[src/rtl/pipe_stall_ctrl.sv]
// ---------------------------------------------------------------------------
// PipeStallCtrl : hazard / stall controller for a classic 5-stage pipeline.
//
// Decides each cycle whether the front of the pipe advances, stalls, flushes
// or freezes. The decision depends on a load-use hazard, a taken branch and a
// data-memory handshake. A memory access that stays not-ready for TIMEOUT
// consecutive cycles parks the controller in a sticky error state. Only reset
// leaves that state.
//
// Parameters
//   TIMEOUT  consecutive memory not-ready cycles that trigger ERR (2..255)
//   CNT_W    width of the stall performance counter
//
// Ports
//   i_clk            clock, all state updates on the rising edge
//   i_rst            synchronous reset, active-high
//   i_lu_hazard      load-use hazard between IF/ID sources and ID/EX load
//   i_branch_taken   taken branch / jump resolved in EX this cycle
//   i_mem_req        instruction in MEM needs the data memory
//   i_mem_ready      data memory completes the MEM access this cycle
//   o_pc_write       PC update enable
//   o_if_id_write    IF/ID write enable
//   o_if_id_flush    clear IF/ID to a NOP
//   o_id_ex_bubble   zero control into ID/EX
//   o_ex_mem_write   ID/EX and EX/MEM write enable
//   o_mem_wb_bubble  write a bubble into MEM/WB
//   o_timeout_err    sticky memory-timeout flag
//   o_stall_cnt      cycles with o_pc_write=0 since reset (saturating)
// ---------------------------------------------------------------------------
module pipe_stall_ctrl #(
    parameter int TIMEOUT = 16,
    parameter int CNT_W   = 16
) (
    input  logic             i_clk,
    input  logic             i_rst,
    input  logic             i_lu_hazard,
    input  logic             i_branch_taken,
    input  logic             i_mem_req,
    input  logic             i_mem_ready,
    output logic             o_pc_write,
    output logic             o_if_id_write,
    output logic             o_if_id_flush,
    output logic             o_id_ex_bubble,
    output logic             o_ex_mem_write,
    output logic             o_mem_wb_bubble,
    output logic             o_timeout_err,
    output logic [CNT_W-1:0] o_stall_cnt
);

    // The wait counter only has to reach TIMEOUT-1. It is sized for TIMEOUT,
    // so it has headroom and can never wrap.
    localparam int WAIT_W = $clog2(TIMEOUT + 1);
    localparam logic [WAIT_W-1:0] WAIT_ONE  = WAIT_W'(1);
    localparam logic [WAIT_W-1:0] WAIT_LAST = WAIT_W'(TIMEOUT - 1);
    localparam logic [CNT_W-1:0]  CNT_ONE   = CNT_W'(1);

    typedef enum logic [1:0] {
        RUN      = 2'd0,
        MEM_WAIT = 2'd1,
        ERR      = 2'd2
    } state_t;

    state_t            r_state;
    state_t            w_nextState;
    logic [WAIT_W-1:0] r_waitCnt;
    logic [WAIT_W-1:0] w_nextWaitCnt;
    logic              r_timeoutErr;
    logic [CNT_W-1:0]  r_stallCnt;
    logic              w_memStall;

    // The memory holds the pipe whenever an access is pending and not yet done.
    assign w_memStall = i_mem_req && !i_mem_ready;

    // State register plus the other registered bookkeeping.
    // The timeout flag is set on the edge that enters ERR and is held there.
    // The stall counter counts each cycle the PC is held. Reset cycles are
    // not counted. The counter sticks at all-ones.
    always_ff @(posedge i_clk) begin
        if (i_rst) begin
            r_state      <= RUN;
            r_waitCnt    <= '0;
            r_timeoutErr <= 1'b0;
            r_stallCnt   <= '0;
        end else begin
            r_state   <= w_nextState;
            r_waitCnt <= w_nextWaitCnt;
            if (w_nextState == ERR) begin
                r_timeoutErr <= 1'b1;
            end
            if (!o_pc_write && (r_stallCnt != {CNT_W{1'b1}})) begin
                r_stallCnt <= r_stallCnt + CNT_ONE;
            end
        end
    end

    // Next-state and wait-counter logic.
    // The wait counter counts freeze cycles that have already happened.
    // Entering MEM_WAIT loads 1, because the RUN cycle that entered it already
    // froze the pipe. When the counter reaches TIMEOUT-1 with memory still
    // not ready, that cycle is freeze number TIMEOUT, so the next state is ERR.
    always_comb begin
        w_nextState   = r_state;
        w_nextWaitCnt = r_waitCnt;
        case (r_state)
            RUN: begin
                if (w_memStall) begin
                    w_nextState   = MEM_WAIT;
                    w_nextWaitCnt = WAIT_ONE;
                end
            end
            MEM_WAIT: begin
                if (w_memStall) begin
                    if (r_waitCnt == WAIT_LAST) begin
                        w_nextState = ERR;
                    end else begin
                        w_nextWaitCnt = r_waitCnt + WAIT_ONE;
                    end
                end else begin
                    w_nextState   = RUN;
                    w_nextWaitCnt = '0;
                end
            end
            ERR: begin
                w_nextState = ERR;
            end
            default: begin
                w_nextState   = RUN;
                w_nextWaitCnt = '0;
            end
        endcase
    end

    // Output decode.
    // RUN and MEM_WAIT decode the same way. A pending memory access freezes
    // everything. Otherwise a taken branch flushes IF/ID and bubbles ID/EX;
    // it also wins over a load-use hazard, because the dependent instruction
    // is squashed anyway. Failing both, a load-use hazard holds PC and IF/ID
    // and bubbles ID/EX. The load-use stall has no state of its own and
    // follows i_lu_hazard directly. Reset forces a safe, fully flushed pattern.
    always_comb begin
        o_pc_write      = 1'b1;
        o_if_id_write   = 1'b1;
        o_if_id_flush   = 1'b0;
        o_id_ex_bubble  = 1'b0;
        o_ex_mem_write  = 1'b1;
        o_mem_wb_bubble = 1'b0;
        if (i_rst) begin
            o_pc_write      = 1'b0;
            o_if_id_write   = 1'b0;
            o_if_id_flush   = 1'b1;
            o_id_ex_bubble  = 1'b1;
            o_ex_mem_write  = 1'b0;
            o_mem_wb_bubble = 1'b1;
        end else begin
            case (r_state)
                RUN, MEM_WAIT: begin
                    if (w_memStall) begin
                        o_pc_write      = 1'b0;
                        o_if_id_write   = 1'b0;
                        o_ex_mem_write  = 1'b0;
                        o_mem_wb_bubble = 1'b1;
                    end else if (i_branch_taken) begin
                        o_if_id_flush  = 1'b1;
                        o_id_ex_bubble = 1'b1;
                    end else if (i_lu_hazard) begin
                        o_pc_write     = 1'b0;
                        o_if_id_write  = 1'b0;
                        o_id_ex_bubble = 1'b1;
                    end
                end
                default: begin
                    o_pc_write      = 1'b0;
                    o_if_id_write   = 1'b0;
                    o_ex_mem_write  = 1'b0;
                    o_mem_wb_bubble = 1'b1;
                end
            endcase
        end
    end

    assign o_timeout_err = r_timeoutErr;
    assign o_stall_cnt   = r_stallCnt;

endmodule

[config.mk]
export PLATFORM = sky130hd
export DESIGN_NAME = pipe_stall_ctrl
export DESIGN_NICKNAME = d
export VERILOG_FILES = /design/src/rtl/pipe_stall_ctrl.sv
export SDC_FILE = /design/constraint.sdc
export NUM_CORES = 1
export LEC_CHECK = 0
export BUFFER_PORTS_ARGS = -buffer_cell sky130_fd_sc_hd__buf_2
export CAP_MARGIN = 20
export CORE_ASPECT_RATIO = 1.1
export CORE_MARGIN = 3
export CORE_UTILIZATION = 40
export CTS_BUF_LIST = sky130_fd_sc_hd__clkbuf_8
export DETAILED_ROUTE_END_ITERATION = 16
export PLACE_DENSITY = 0.74
export SKIP_LAST_GASP = 1
export SLEW_MARGIN = 20
export SYNTH_ARGS = -nofsm -noshare
export SYNTH_HDL_FRONTEND = slang
export SYNTH_SLANG_ARGS = --single-unit
[constraint.sdc]
create_clock -name i_clk -period 4.3 [get_ports i_clk]
set_clock_uncertainty 0.2 [all_clocks]
set_input_delay 0.645 -clock i_clk [delete_from_list [all_inputs] [get_ports i_clk]]
set_output_delay 0.645 -clock i_clk [all_outputs]
set_load 0.005 [all_outputs]
==> tab_implementation.tex <==
\begin{tabular}{lr}
\hline
Metric & Value \\
\hline
\multicolumn{2}{l}{\textbf{Status}} \\
\quad Status & finished clean \\
\multicolumn{2}{l}{\textbf{CTS}} \\
\quad Maximum count of clock buffers along a single path & 2 \\
\quad Clock H-tree levels & 1 \\
\quad Source-to-sink clock delay at the later pin of the worst-skew pair & 0.26 ns \\
\quad Number of sinks driven by the clock tree & 24 \\
\quad Post-CTS setup buffer count & 0 \\
\quad Hold\_buf cts & 0 \\
\quad Library cell used as clock root buffer & clkbuf\_8 \\
\quad Clock tree from TritonCTS & done \\
\quad Resized Gates After CTS & 0 \\
\quad Clock edge transition at the registers on the reported setup and hold paths & 0.08 ns \\
\quad Number of buffers inserted during clock tree synthesis & 3 \\
\multicolumn{2}{l}{\textbf{Layout}} \\
\quad Fill cell instance count of the final layout & 285 \\
\quad Fin area & 1410 sq um \\
\quad Layout cell share with drive strength beyond 1 & 19.4\% \\
\quad Multi-input combinational cell area & 684 sq um \\
\quad Area taken by flip-flops and latches & 480 sq um \\
\quad Util after Layout & 50.0\% \\
\quad Syn-to-layout area delta & 15.9\% \\
\quad Count of inserted antenna diode cells & 0 \\
\quad Number of nets in the layout & 186 \\
\multicolumn{2}{l}{\textbf{Yosys}} \\
\quad Average cell area after synthesis & 8.13 sq um \\
\quad Leading register cell type out of synthesis & dfxtp\_1 \\
\quad Synthesized area & 1220 sq um \\
\quad Cell type contributing the most total cell area after synthesis & dfxtp\_1 \\
\quad Number of distinct library cell variants in the gate-level netlist after synthesis & 34 \\
\quad Gate count after technology mapping & 150 \\
\quad Number of nets in the synthesized netlist & 159 \\
\quad Number of warning messages in the yosys log & 0 \\
\quad Dominant cells by area after synthesis & dfxtp\_1 (39\%), nor2\_1 (7.4\%), xor2\_1 (7.2\%), nand4\_1 (4.6\%), nand3\_1 (3.7\%) \\
\quad FF+latch count, synth & 24 \\
\quad Sequential share of the synthesized area & 39.4\% \\
\quad Top post-synthesis cells by count & dfxtp\_1 (24), nor2\_1 (24), nand2\_1 (10), xor2\_1 (10) \\
\quad Area share of the largest cell type after synthesis & 39.4\% \\
\quad Proportion of synthesized flip-flops having asynchronous set or reset & 0\% \\
\quad Post-synth EDFFs & 0 \\
\multicolumn{2}{l}{\textbf{Critical path}} \\
\quad Delay of the slowest cell on the worst path & 0.40 ns \\
\quad Worst Path Arrival & 1.76 ns \\
\quad Maximum fanout along the worst path & 28 \\
\quad Crit Path Category & in2out \\
\quad Launch point of the worst path & i\_rst \\
\quad Slowest cell on crit path & nand3\_1 \\
\quad Setup crit start kind & input port \\
\quad Endpoint class of the critical path & output pin \\
\quad Crit path top cell by count & buf\_2 \\
\quad Launching point of the worst reg2reg path & o\_stall\_cnt[0]\$\_SDFFE\_PP0P\_ \\
\quad Critical-path cell list & buf\_2, nor2\_1, nand3\_1, inv\_1, buf\_2 \\
\quad Required arrival time at the worst endpoint & 3.45 ns \\
\multicolumn{2}{l}{\textbf{Floorplanning}} \\
\quad Initial standard-cell utilization of the core & 43.1\% \\
\quad Overall die width & 58.7 um \\
\quad Ports placed on the boundary & 29 \\
\quad Number of placement rows & 20 \\
\quad Placeable core area & 2830 sq um \\
\quad Full die area & 3750 sq um \\
\quad Vert. Die Dim & 63.9 um \\
\multicolumn{2}{l}{\textbf{Placement}} \\
\quad Routability cong. & 0.734 \\
\quad Half-perimeter wire length after detailed placement & 1850 um \\
\quad Area of placed instances & 1370 sq um \\
\quad \# port buffers & 28 \\
\quad Placement-stage worst setup slack & 1.70 ns \\
\multicolumn{2}{l}{\textbf{STA}} \\
\quad Post-route worst hold slack & 0.262 ns \\
\quad RSZ-0062 raised after global routing & no \\
\quad Max-slew violation total from the final report & 0 \\
\quad Period utilisation layout & 60.5\% \\
\quad Top achievable clock speed & 384 MHz \\
\quad Setup\_tns & 0 ns \\
\quad Worst-case setup margin in the final layout & 1.70 ns \\
\quad Final setup viols & 0 \\
\quad Remaining max-slew budget at the tightest pin & 64.3\% \\
\quad Slew @ Worst Pin & 0.535 ns \\
\quad Final hold violation count & 0 \\
\quad Period minus WS final & 2.60 ns \\
\multicolumn{2}{l}{\textbf{Pwr}} \\
\quad Peak ir drop on the vdd network & 0.118 mV \\
\quad Power per cell area & 278 nW/um\^{}2 \\
\quad Leakage Power & 0.601 nW \\
\multicolumn{2}{l}{\textbf{Global route}} \\
\quad Antenna violations before repair & 0 \\
\quad Maximum number of pins on one net before global-route repair & 29 \\
\quad Via count of the first global-routing pass & 999 \\
\quad Wire length of the first global-routing pass & 4200 um \\
\quad GRT Resource Usage Total & 13.7\% \\
\quad Congestion Overflow GR & 0 \\
\multicolumn{2}{l}{\textbf{Run}} \\
\quad Number of max-cap violations & 0 \\
\multicolumn{2}{l}{\textbf{Routing}} \\
\quad Detailed-route via count & 1098 \\
\quad Post-detailed-route wirelength per cell & 11.9 um \\
\quad Total Routed Length & 2480 um \\
\quad Residual DRC & 0 \\
\quad Drt first pass iters & 4 \\
\quad Initial detailed-routing violation count & 57 \\
\quad Routed Antenna Nets & 0 \\
\quad Detailed-route vias per instance & 5.28 \\
\multicolumn{2}{l}{\textbf{Hold path}} \\
\quad Hold\_sp & o\_timeout\_err\$\_SDFFE\_PP0N\_ \\
\quad Class of the most critical hold timing path & reg2reg \\
\hline
\end{tabular}
-- path summary, 6_finish.rpt --
path                                      end  slack (ns)  cells past startpoint
setup / recovery                o_if_id_write        1.70                      5
hold / removal     o_timeout_err$_SDFFE_PP0N_        0.26                      2
setup reg to reg  o_stall_cnt[4]$_SDFFE_PP0P_        2.05                      6
hold reg to reg    o_timeout_err$_SDFFE_PP0N_        0.26                      2
-- critical path, delay by kind of cell --
kind | cells | cell delay, ns
and+or+nand+nor | 2 | 0.48
buffers and inverters | 3 | 0.63
-- sequential cells by signal, summed over array words and instances, names as in the netlist --
register,count
o_stall_cnt,16
o_timeout_err,1
r_state,2
r_waitCnt,5
-- routing by layer --
metal,wire [um],track usage [%],up-vias
met3,106,2.42,4
met4,23,4.25,0
li1,-,-,573
met1,1210,18.5,495
met2,1140,22.1,26
met5,0,0,-
-- kinds of logic (layout without fill, tap and decap cells) --
| kind of cell | Yosys count | in the layout | share of synthesized area (%) |
|---|---|---|---|
| adders and majority gates | 3 | 3 | 3.08 |
| buffers and inverters | 13 | 38 | 4.51 |
| and+or+nand+nor | 77 | 77 | 33.6 |
| AOI/OAI and AO/OA | 19 | 19 | 9.23 |
| muxes | 1 | 1 | 0.821 |
| xor gates and xnor gates | 13 | 13 | 9.33 |
| DFF | 24 | 24 | 39.4 |
-- metrics by stage --
step                power (W)  cells
floorplan            0.000260    150
global placement     0.000271    205
detailed placement   0.000273    205
CTS                  0.000399    208
global route         0.000412    208
finish               0.000394    208
-- cell usage in the layout (no fill, tap or decap), types with 3 or more instances in the layout --
master / synthesis / routed
xnor2_1: 3 / 3
a21oi_1: 7 / 7
clkbuf_8: 0 / 3
dfxtp_1: 24 / 24
nand2b_1: 4 / 4
nor2_1: 24 / 24
o21ai_1: 4 / 4
ha_1: 3 / 3
nand2_1: 10 / 10
inv_1: 7 / 7
and3_1: 7 / 7
xor2_1: 10 / 10
buf_2: 2 / 28
nand4_1: 9 / 9
nand3_1: 9 / 9
-- report_power, final --
part           leakage [nW]  internal, W  switching [W]
registers             0.194     0.000226     0.00000543
logic                 0.385    0.0000155      0.0000196
clock network        0.0216    0.0000625      0.0000643
-- final cells by class --
class | count | share of cell area [%]
inverters | 7 | 1.86
clock buffers | 3 | 2.92
well taps | 33 | 2.92
flip-flops and latches | 24 | 34.0
repair buffers | 28 | 9.91
multi-input cells | 113 | 48.4
(Power assumes the default switching activity.)
